<file path="src/rtl/uart_tx_arbiter.sv">
// Round-robin arbiter sharing one UART transmitter between N_REQ clients.
// Ports: clk, rst_n, req/req_data (clients), gnt, tx_* (transmitter), owner, active, err.
module uart_tx_arbiter #(
  parameter int N_REQ     = 4,
  parameter int DW        = 8,
  parameter int MAX_BURST = 4,
  parameter int TIMEOUT   = 2048,
  localparam int OW       = $clog2(N_REQ)
) (
  input  logic                clk,
  input  logic                rst_n,
  input  logic [N_REQ-1:0]    req,
  input  logic [N_REQ*DW-1:0] req_data,
  output logic [N_REQ-1:0]    gnt,
  output logic                tx_start,
  output logic [DW-1:0]       tx_data,
  input  logic                tx_busy,
  input  logic                tx_done,
  output logic [OW-1:0]       owner,
  output logic                active,
  output logic                err
);

  localparam logic [1:0] S_IDLE  = 2'd0;
  localparam logic [1:0] S_START = 2'd1;
  localparam logic [1:0] S_WAIT  = 2'd2;

  localparam logic [11:0] TO_LAST = 12'(TIMEOUT - 1);
  localparam logic [3:0]  MB      = 4'(MAX_BURST);

  logic [1:0]    state;
  logic [OW-1:0] last;
  logic [OW-1:0] sel;
  logic [3:0]    burst_cnt;
  logic [11:0]   to_cnt;
  int            idx_w;

  // sequencing relies on tx_done only
  logic unused_busy;
  assign unused_busy = tx_busy;

  // first requester after the previous owner, wrapping
  always_comb begin
    sel   = '0;
    idx_w = 0;
    for (int i = N_REQ - 1; i >= 0; i--) begin
      idx_w = int'(last) + 1 + i;
      if (idx_w >= N_REQ) idx_w = idx_w - N_REQ;
      if (req[idx_w[OW-1:0]]) sel = idx_w[OW-1:0];
    end
  end

  always_ff @(posedge clk or negedge rst_n) begin
    if (!rst_n) begin
      state     <= S_IDLE;
      gnt       <= '0;
      tx_start  <= 1'b0;
      tx_data   <= '0;
      owner     <= '0;
      active    <= 1'b0;
      err       <= 1'b0;
      last      <= OW'(N_REQ - 1);
      burst_cnt <= '0;
      to_cnt    <= '0;
    end else begin
      gnt      <= '0;
      tx_start <= 1'b0;
      err      <= 1'b0;
      unique case (state)
        S_IDLE: begin
          if (|req) begin
            owner     <= sel;
            tx_data   <= req_data[int'(sel)*DW +: DW];
            gnt       <= N_REQ'(1) << sel;
            burst_cnt <= 4'd1;
            active    <= 1'b1;
            state     <= S_START;
          end
        end
        S_START: begin
          tx_start <= 1'b1;
          to_cnt   <= '0;
          state    <= S_WAIT;
        end
        S_WAIT: begin
          // completion wins over a coincident timeout
          if (tx_done) begin
            if (req[owner] && burst_cnt < MB) begin
              tx_data   <= req_data[int'(owner)*DW +: DW];
              gnt       <= N_REQ'(1) << owner;
              burst_cnt <= burst_cnt + 4'd1;
              state     <= S_START;
            end else begin
              last   <= owner;
              active <= 1'b0;
              state  <= S_IDLE;
            end
          end else if (to_cnt == TO_LAST) begin
            err    <= 1'b1;
            last   <= owner;
            active <= 1'b0;
            state  <= S_IDLE;
          end else begin
            to_cnt <= to_cnt + 12'd1;
          end
        end
        default: begin
          active <= 1'b0;
          state  <= S_IDLE;
        end
      endcase
    end
  end

endmodule

</file>
<file path="config.mk">
export PLATFORM = sky130hd
export DESIGN_NAME = uart_tx_arbiter
export DESIGN_NICKNAME = d
export VERILOG_FILES = /design/src/rtl/uart_tx_arbiter.sv
export SDC_FILE = /design/constraint.sdc
export NUM_CORES = 1
export LEC_CHECK = 0
export BUFFER_PORTS_ARGS = -buffer_cell sky130_fd_sc_hd__buf_2
export CORE_ASPECT_RATIO = 1.75
export CORE_UTILIZATION = 40
export CTS_CLUSTER_SIZE = 25
export DETAILED_ROUTE_END_ITERATION = 6
export PLACE_DENSITY = 0.64
export SLEW_MARGIN = 0
export SYNTH_ARGS = -nofsm -noshare
export SYNTH_HDL_FRONTEND = slang
export SYNTH_SLANG_ARGS = --single-unit
</file>
<file path="constraint.sdc">
create_clock -name clk -period 3.56 [get_ports clk]
set_clock_uncertainty 0.1 [all_clocks]
set_input_delay 0 -clock clk [delete_from_list [all_inputs] [get_ports clk]]
set_output_delay 0 -clock clk [all_outputs]
set_load 0.02 [all_outputs]
</file>
==> results of run 1 <==
## kinds of logic after synthesis
kind of cell    synth area share
xor+xnor                  0.0110
simple gates               0.231
compound gates             0.261
fa+ha+maj                 0.0105
mux                       0.0452
flops                      0.390
buf+inv                   0.0515
## cell type report
cell class	instances	area, um2	share of cell area
clock inverter	2	37.5	0.0133
clock buffer	6	82.6	0.0293
tap	76	95.1	0.0337
timing repair buffer	60	320	0.114
multi-input combinational	190	1330	0.472
sequential	37	928	0.329
inverter	7	26.3	0.00932
## repair_timing
| action | CTS | global route |
|---|---|---|
| gates resized for setup | 0 | 0 |
| hold buffers | 3 | 0 |
| hold endpoints to repair | 36 | 0 |
## per-stage QoR
stage / util / setup WS [ns]
after floorplan: - / 1.60
after global placement: 0.474 / 1.10
after detailed placement: 0.474 / 1.05
after CTS: 0.501 / 0.819
after global routing: 0.501 / 0.715
final: 0.501 / 0.844
## registers in the layout, summed over array words and instances, names as in the netlist
name       cells
active         1
burst_cnt      4
err            1
gnt            4
last           2
owner          2
state          2
to_cnt        12
tx_data        8
tx_start       1
## worst paths after layout
path	from	end	slack [ns]	cells past startpoint
max in group asynchronous	rst_n	tx_data[5]	2.57	2
hold reg to reg	tx_data[5]	tx_data[5]	0.38	2
setup / recovery	last[1]	tx_data[2]	0.84	6
setup reg to reg	last[1]	tx_data[2]	0.84	6
hold / removal	tx_done	err	0.01	3
min in group asynchronous	rst_n	tx_data[7]	0.23	2
## worst register-to-register path, cell delays in order (launching register included)
cell,delay [ns]
sky130_fd_sc_hd__dfstp_2,0.61
sky130_fd_sc_hd__mux2i_1,0.19
sky130_fd_sc_hd__o22a_1,0.60
sky130_fd_sc_hd__o2bb2ai_4,0.26
sky130_fd_sc_hd__mux2i_1,0.11
sky130_fd_sc_hd__dlygate4sd3_1,0.57
sky130_fd_sc_hd__a211oi_2,0.21
## synthesized netlist by cell type, types with 2 or more instances
library cell,number,area share
sky130_fd_sc_hd__dfrtp_1,35,0.37
sky130_fd_sc_hd__nand2_1,27,0.043
sky130_fd_sc_hd__nor2_1,20,0.032
sky130_fd_sc_hd__a211oi_1,15,0.047
sky130_fd_sc_hd__a21oi_1,13,0.027
sky130_fd_sc_hd__and3_1,12,0.032
sky130_fd_sc_hd__nor2b_1,12,0.032
sky130_fd_sc_hd__o21ai_0,8,0.017
sky130_fd_sc_hd__a2111oi_0,7,0.026
sky130_fd_sc_hd__o41ai_2,7,0.048
sky130_fd_sc_hd__inv_1,6,0.0095
sky130_fd_sc_hd__nand3_1,6,0.013
sky130_fd_sc_hd__a22o_1,5,0.018
sky130_fd_sc_hd__buf_6,5,0.024
sky130_fd_sc_hd__or3_1,5,0.013
sky130_fd_sc_hd__mux2_2,4,0.019
sky130_fd_sc_hd__mux2i_1,4,0.017
sky130_fd_sc_hd__o22ai_1,4,0.011
sky130_fd_sc_hd__clkbuf_1,3,0.0047
sky130_fd_sc_hd__nor3_1,3,0.0063
sky130_fd_sc_hd__xnor2_1,3,0.011
sky130_fd_sc_hd__buf_2,2,0.0042
sky130_fd_sc_hd__buf_4,2,0.0063
sky130_fd_sc_hd__dfstp_2,2,0.022
sky130_fd_sc_hd__ha_1,2,0.011
sky130_fd_sc_hd__nand2_2,2,0.0053
sky130_fd_sc_hd__nand2b_1,2,0.0053
sky130_fd_sc_hd__nand4_1,2,0.0053
sky130_fd_sc_hd__nor4_1,2,0.0053
sky130_fd_sc_hd__or2_1,2,0.0053
## layer usage
layer / vias to the layer above / wire (um) / global-route usage / part of all wire
met5: - / 0 / 0 / 0
met4: 0 / 124 / 0.0930 / 0.021
met3: 12 / 210 / 0.0336 / 0.035
met2: 60 / 3290 / 0.360 / 0.55
met1: 1009 / 2380 / 0.221 / 0.40
li1: 1033 / - / - / -
## report_power, final
group	internal, mW	switching (mW)
Combinational	0.447	0.717
Clock	0.228	0.156
Sequential	0.563	0.125
Total	1.24	0.997
==> run summary, run 1 <==
The flow ran to the end, and the final reports show no timing, DRC or antenna violations. The total of fill cells in the finished design came out at 550. The violation count after the first detailed-route iteration came out at 81. The number of global-route vias before repair was 2,134.

Counting every sink on the clock net gives 37. The total half-perimeter wirelength after legalization and detailed placement is 4450 um. Across every metal layer, demand over resource in global routing totals 0.203. The relative max-transition margin is 0.430. The most used flip-flop cell after synthesis is sky130_fd_sc_hd__dfrtp_1. The final cell count without fillers came out at 378. STA classifies the critical path endpoint as a register. The detail route stage leaves a number of antenna-violating nets equal to 0. The floorplan die area came out at 6280 um2. Of the synthesized area, sequential elements account for 0.390. The cell type of the slowest stage on the worst timing path is sky130_fd_sc_hd__dfstp_2. The wire length of the first global-routing pass is 9690 um. Once placement completed, the tool counted placed cells totaling 367. Dividing the detail-routed wire length by the instance count gives 15.9 um. In the layout the commonest cells are 55 x sky130_fd_sc_hd__buf_2, 35 x sky130_fd_sc_hd__dfrtp_1, 27 x sky130_fd_sc_hd__nand2_1. The number of synthesized flops with an enable pin is 0. The post-synthesis sequential element count is 37. The starting utilization of the core area is 0.423.

The leakage component of the power came out at 1.28 nW. The largest fanout on the critical path came out at 19. The final RePlAce weighted congestion came out at 0.835. The number of antenna diodes in the final layout is 0. The post-route cell area came out at 2820 um2. The number of detailed-routing iterations run before antenna repair is 4.

The count of pins on the block boundary is 57. Setup repair after global routing left no endpoint under its margin. After detailed routing, the number of vias per cell comes to 5.59. Synthesis handed over a netlist of 247 instances. The required time of the critical path is 3.67 ns. The maximum ir drop on the vdd rail came out at 264 uV.

The DRC violation count after routing is 0. Yosys printed 0 warnings. The type of the worst setup path is reg -> reg. The worst setup path is launched from a register. The worst path in the final design needs a cycle of 2.72 ns, including I/O delays and setup. The later pin in the worst-skew pair is clocked with a latency of 0.29 ns. TritonCTS built the clock tree. The overall via count from detail_route came out at 2,114. The max-capacitance violation count came out at 0. The floorplan step defined a core boundary enclosing 5630 um2. The share of synthesized registers carrying an async set or reset came out at 1.00. The pin count of the biggest net entering global routing is 38. Among cell families on the critical path, the largest total delay comes from compound AO/OA/AOI/OAI gates. The stage delay of the slowest cell on the critical path is 0.61 ns. The final hold slack came out at 0.0108 ns. The power density of the placed cells is 792 nW/um2. The number of antenna violations at the first check in global routing was 0. The number of setup violations in the final report is 0.

Synthesis produced a netlist with a net count of 289. The setup fix buffers added after clock tree synthesis came out at 0. Of the available clock period, the critical path in the final layout requires 0.763. The cell area after synthesis is 2380 um2. The final max-slew violation count came to 0. The buffer depth of the longest clock path is 2. The count of standard-cell rows is 36.

Data on the critical path arrives at its endpoint at 2.83 ns. During placement, the flow inserted port buffers numbering 55. Summed over all failing endpoints, the final setup total negative slack is 0 ns.

The measured slew at the worst slew-check pin is 0.855 ns. The count of H-tree levels built during CTS came out at 2. The horizontal die dimension came out at 60.3 um. The clock slew seen by the registers of the worst setup and hold paths is 0.08 ns. The die span in y came out at 104 um.

The remaining global-route overflow came out at 0. Traced cell by cell, the critical path runs through mux2i_1 > o22a_1 > o2bb2ai_4 > mux2i_1 > dlygate4sd3_1 > a211oi_2. The cell sitting at the root of the clock tree is a sky130_fd_sc_hd__clkbuf_8. The mean instance size in the synthesized netlist is 9.64 um2. The timing-limited maximum frequency is 368 MHz. Together, buffers and inverters on the worst path number 1. Of the cells placed in the final design, the portion with a size suffix greater than 1 is 0.301. The hold violation total from the final report is 0. The post-placement cell area came out at 2670 um2. The most common cell after layout, fill and taps aside is sky130_fd_sc_hd__buf_2.

The TritonCTS buffer count came out at 5. In this design, the critical path's most frequently occurring cell is sky130_fd_sc_hd__mux2i_1. The total design power is 2.23 mW. The final wirelength came out at 6010 um.

The min-delay analysis places its worst path in the category in -> reg. In the final design database the tool counted 343 nets. The layout overhead on the synthesized area came out at 18.4%. In this run, distinct cell masters in the synthesized netlist total 55.
(Power assumes the default switching activity.)
==> run 2, diff against run 1 <==
Settings changed: ABC_AREA set to 1, PLACE_DENSITY 0.64 to 0.65.
Clock period 3.56 ns to 2.8 ns, I/O delays scaled along.
==> run summary, run 2 <==
The number of sinks driven by the clock tree came out at 37 (unchanged). The data arrival time of the critical path is 2.72 ns (-0.11 ns). The leakage component of the power is 1.49 nW (+16%). The most area-hungry cell type in the Yosys netlist is sky130_fd_sc_hd__dfrtp_1. The clock latency reported for the late side of the worst-skew pair is 0.29 ns (about the same). The setup TNS came out at 0 ns (unchanged). The overall via count from detail_route is 2,295 (+8.6%). The starting utilization of the core area came to 0.421 (-0.00235). The count of H-tree levels built during CTS was 2 (unchanged). The count of standard-cell rows came out at 35 (-2.8%). Ranked by flip-flop count, first place goes to to_cnt. Sorting the synthesized cells by how often they occur yields 69 x sky130_fd_sc_hd__nand2_1, 57 x sky130_fd_sc_hd__nand3_1, 35 x sky130_fd_sc_hd__dfrtp_1. The vias per cell was 4.97 (-11%). The timing-limited maximum frequency was 378 MHz (+2.8%). The final hold slack came out at 0.0144 ns (+0.00365 ns). The die span in y came out at 101 um (-3.2%). The final cell count without fillers came out at 462 (+22%). The area share of the largest cell type after synthesis came out at 0.393 (+0.0252). The total half-perimeter wirelength after legalization and detailed placement came to 4020 um (-9.5%). The buffer depth of the longest clock path is 2 (unchanged). The TritonCTS buffer count was 5 (unchanged). The count of pins on the block boundary is 57 (unchanged). The number of antenna violations at the first check in global routing is 0 (unchanged). The relative max-transition margin is 0.446 (+0.0156).

The violation count after the first detailed-route iteration is 102 (+26%). The flow ran to the end, and the final reports show no timing, DRC or antenna violations. The pin count of the biggest net entering global routing is 38 (unchanged).

The largest fanout on the critical path came out at 9 (-10). The final max-slew violation count is 0 (unchanged). The core box area came to 5300 um2 (-5.9%). The post-synthesis sequential element count came out at 37 (unchanged). The wire length of the first global-routing pass came out at 9360 um (-3.3%). For this run, the leading register cell type out of synthesis is sky130_fd_sc_hd__dfrtp_1.

Clock tree synthesis selected as its root buffer the cell sky130_fd_sc_hd__clkbuf_8. The worst min-delay path startpoint is req_data[11]. The mean instance size in the synthesized netlist was 7.55 um2 (-22%).

In this run the critical register-to-register path is captured at tx_data[3]. The global-route usage over all layers came out at 0.208 (+0.00483). The floorplan die area was 5880 um2 (-6.2%). The largest registers in the layout are to_cnt: 12 flops, tx_data: 8 flops.

The max-capacitance violation count is 0 (unchanged). In this run the worst hold path is classified as in -> reg. The final RePlAce weighted congestion is 0.906 (+8.4%). The number of setup violations in the final report is 0 (unchanged). The cell depth of the worst flop-to-flop path is 14 (+8). The measured slew at the worst slew-check pin came out at 0.832 ns (-0.0235 ns).

The total nets after synthesis came out at 337 (+17%). The share of synthesized registers carrying an async set or reset came out at 1.00 (unchanged). The post-placement cell area is 2540 um2 (-4.7%). The hold violation total from the final report is 0 (unchanged).

The clock slew seen by the registers of the worst setup and hold paths came out at 0.08 ns (about the same). The fraction of the core area covered by cells at the end of the flow came out at 0.564 (+0.0627). The DRC violation count after routing is 0 (unchanged). The clock tree from TritonCTS is done. The number of flip-flops in the largest register came out at 12 (unchanged). The cell area after synthesis is 2230 um2 (-6.4%).

The kind of capture point of the worst setup path is a register. The post-route cell area came to 2990 um2 (+5.9%). The power density of the placed cells came out at 1230 nW/um2 (+55%). The required time of the critical path is 2.88 ns (-0.79 ns). The net count reported at finish is 429 (+25%). The remaining antenna violation count came out at 0 (unchanged). The total of buffers placed on input and output ports came out at 55 (unchanged). The maximum ir drop on the vdd rail is 421 uV (+60%). The number of detailed-routing iterations run before antenna repair came out at 4 (unchanged). The final period demand of the worst path came out at 2.64 ns (-0.0728 ns). The antenna diode instance count came to 0 (unchanged). The area growth from synthesis to layout is 34.0%.

The number of global-route vias before repair came out at 2,269 (+6.3%). The number of distinct standard cells referenced by the synthesized netlist came out at 34 (-38%). The critical path is of the reg -> reg type. The worst hold path cell count is 5 (+2). The number of placed instances, taps included is 417 (+14%). By instance count, the leading cell after synthesis is sky130_fd_sc_hd__nand2_1. Setup repair after global routing could not meet its margin everywhere. The number of instances in the synthesized netlist came to 295 (+19%).

The layout cell share with drive strength beyond 1 is 0.286 (-0.0152). The number of synthesized flops with an enable pin came out at 0 (unchanged). The flop-to-flop setup slack is 0.16 ns (-0.69 ns). The kind of start point of the critical path is a register. The worst hold path terminates at tx_data[3]. The final wirelength came out at 5890 um (-2.0%).

The remaining global-route overflow is 0 (unchanged). The count of warnings emitted by yosys came out at 0 (unchanged). The fraction of the cycle the final worst path needs came to 0.944 (+0.181). The horizontal die dimension came to 58.4 um (-3.1%). In this run the critical register-to-register path is launched from last[0]. After synthesis, the cell types taking the most area are sky130_fd_sc_hd__dfrtp_1 39%, sky130_fd_sc_hd__nand3_1 13%, sky130_fd_sc_hd__nand2_1 12%.

The library cell used most frequently in the layout, excluding fill and tap cells, is sky130_fd_sc_hd__nand2_1. The portion of the post-synthesis area used by sequential elements is 0.417 (+0.0267). The routed length per placed instance was 12.7 um (-20%). Leaving out fill and tap cells, the most frequent cells in the layout are 69 x sky130_fd_sc_hd__nand2_1, 57 x sky130_fd_sc_hd__nand3_1, 55 x sky130_fd_sc_hd__buf_2.
-- run 2: cell count changes in the layout (fill, tap and decap cells not counted), sizes merged, moves of 13 or more --
cell,before,now
nand3,6,60
nor2b,13,0
inv,7,28
dlygate4sd3,3,28
nand2,29,93
a211oi,17,0
-- run 2: cell families (layout without fill, tap and decap cells) --
| kind of cell | Yosys count | count (layout) | share of synthesized area |
|---|---|---|---|
| flip-flops | 37 | 37 | 0.417 |
| adder cells (fa/ha/maj) | 2 | 2 | 0.0112 |
| AO/OA/AOI/OAI | 34 | 34 | 0.0831 |
| AND/OR/NAND/NOR | 183 | 183 | 0.400 |
| XOR/XNOR | 2 | 2 | 0.00786 |
| buffers and inverters | 37 | 130 | 0.0808 |
-- run 2: worst max-delay path by stage --
stage / start / end / slack [ns] / depth (start not counted)
6_report: last[0] / tx_data[3] / 0.16 / 14
5_1_grt: last[0] / tx_data[0] / -0.02 / 15
4_1_cts: last[0] / tx_data[7] / 0.09 / 13
3_5_place_dp: last[0] / tx_data[5] / 0.61 / 12
3_3_place_gp: last[0] / tx_data[0] / 0.62 / 12
2_1_floorplan: last[0] / tx_data[1] / 0.90 / 14
-- run 2: timing repair --
item | 4_1_cts | 5_1_grt
hold buffers | 28 | 0
setup buffers | 0 | 9
hold endpoints to repair | 44 | 0
resized for setup | 0 | 5
setup endpoints to repair | 0 | 8
-- run 2: per-layer routing --
metal / global-route usage / wire [um] / vias to the layer above
met4: 0.108 / 206 / 0
met1: 0.222 / 2200 / 1059
met2: 0.385 / 3290 / 58
met5: 0 / 0 / -
met3: 0.0257 / 192 / 19
li1: - / - / 1159
-- run 2: cell type report --
class                      count  area, um2
tap                           74       92.6
inverter                      28        113
clock inverter                 2       10.0
timing repair buffer          94        642
sequential                    37        928
fill                         500       2310
multi-input combinational    221       1130
clock buffer                   6       72.6
-- run 2: where the power goes --
part / switching (mW) / total, mW / internal (mW)
logic: 1.43 / 2.47 / 1.04
registers: 0.123 / 0.835 / 0.712
clock network: 0.187 / 0.360 / 0.173
total: 1.74 / 3.66 / 1.93
-- run 2: through the flow --
stage | setup WS (ns) | total power [mW]
5_1_grt | -0.0219 | 4.00
3_5_place_dp | 0.614 | 2.76
6_report | 0.157 | 3.66
4_1_cts | 0.0887 | 3.38
3_3_place_gp | 0.623 | 2.74
2_1_floorplan | 0.900 | 2.42
-- run 2: worst max-delay path: stages (launching register included) --
cell                            delay, ns
sky130_fd_sc_hd__dfstp_2             0.65
sky130_fd_sc_hd__nand2_1             0.09
sky130_fd_sc_hd__o21ai_2             0.09
sky130_fd_sc_hd__nand2_2             0.09
sky130_fd_sc_hd__and2_4              0.16
sky130_fd_sc_hd__nand2_2             0.08
sky130_fd_sc_hd__nand2_4             0.06
sky130_fd_sc_hd__nand3_4             0.14
sky130_fd_sc_hd__nand2_8             0.10
sky130_fd_sc_hd__buf_6               0.17
sky130_fd_sc_hd__nand2_2             0.05
sky130_fd_sc_hd__nand3_1             0.06
sky130_fd_sc_hd__dlygate4sd3_1       0.57
sky130_fd_sc_hd__nand3_1             0.07
sky130_fd_sc_hd__nand2_1             0.06
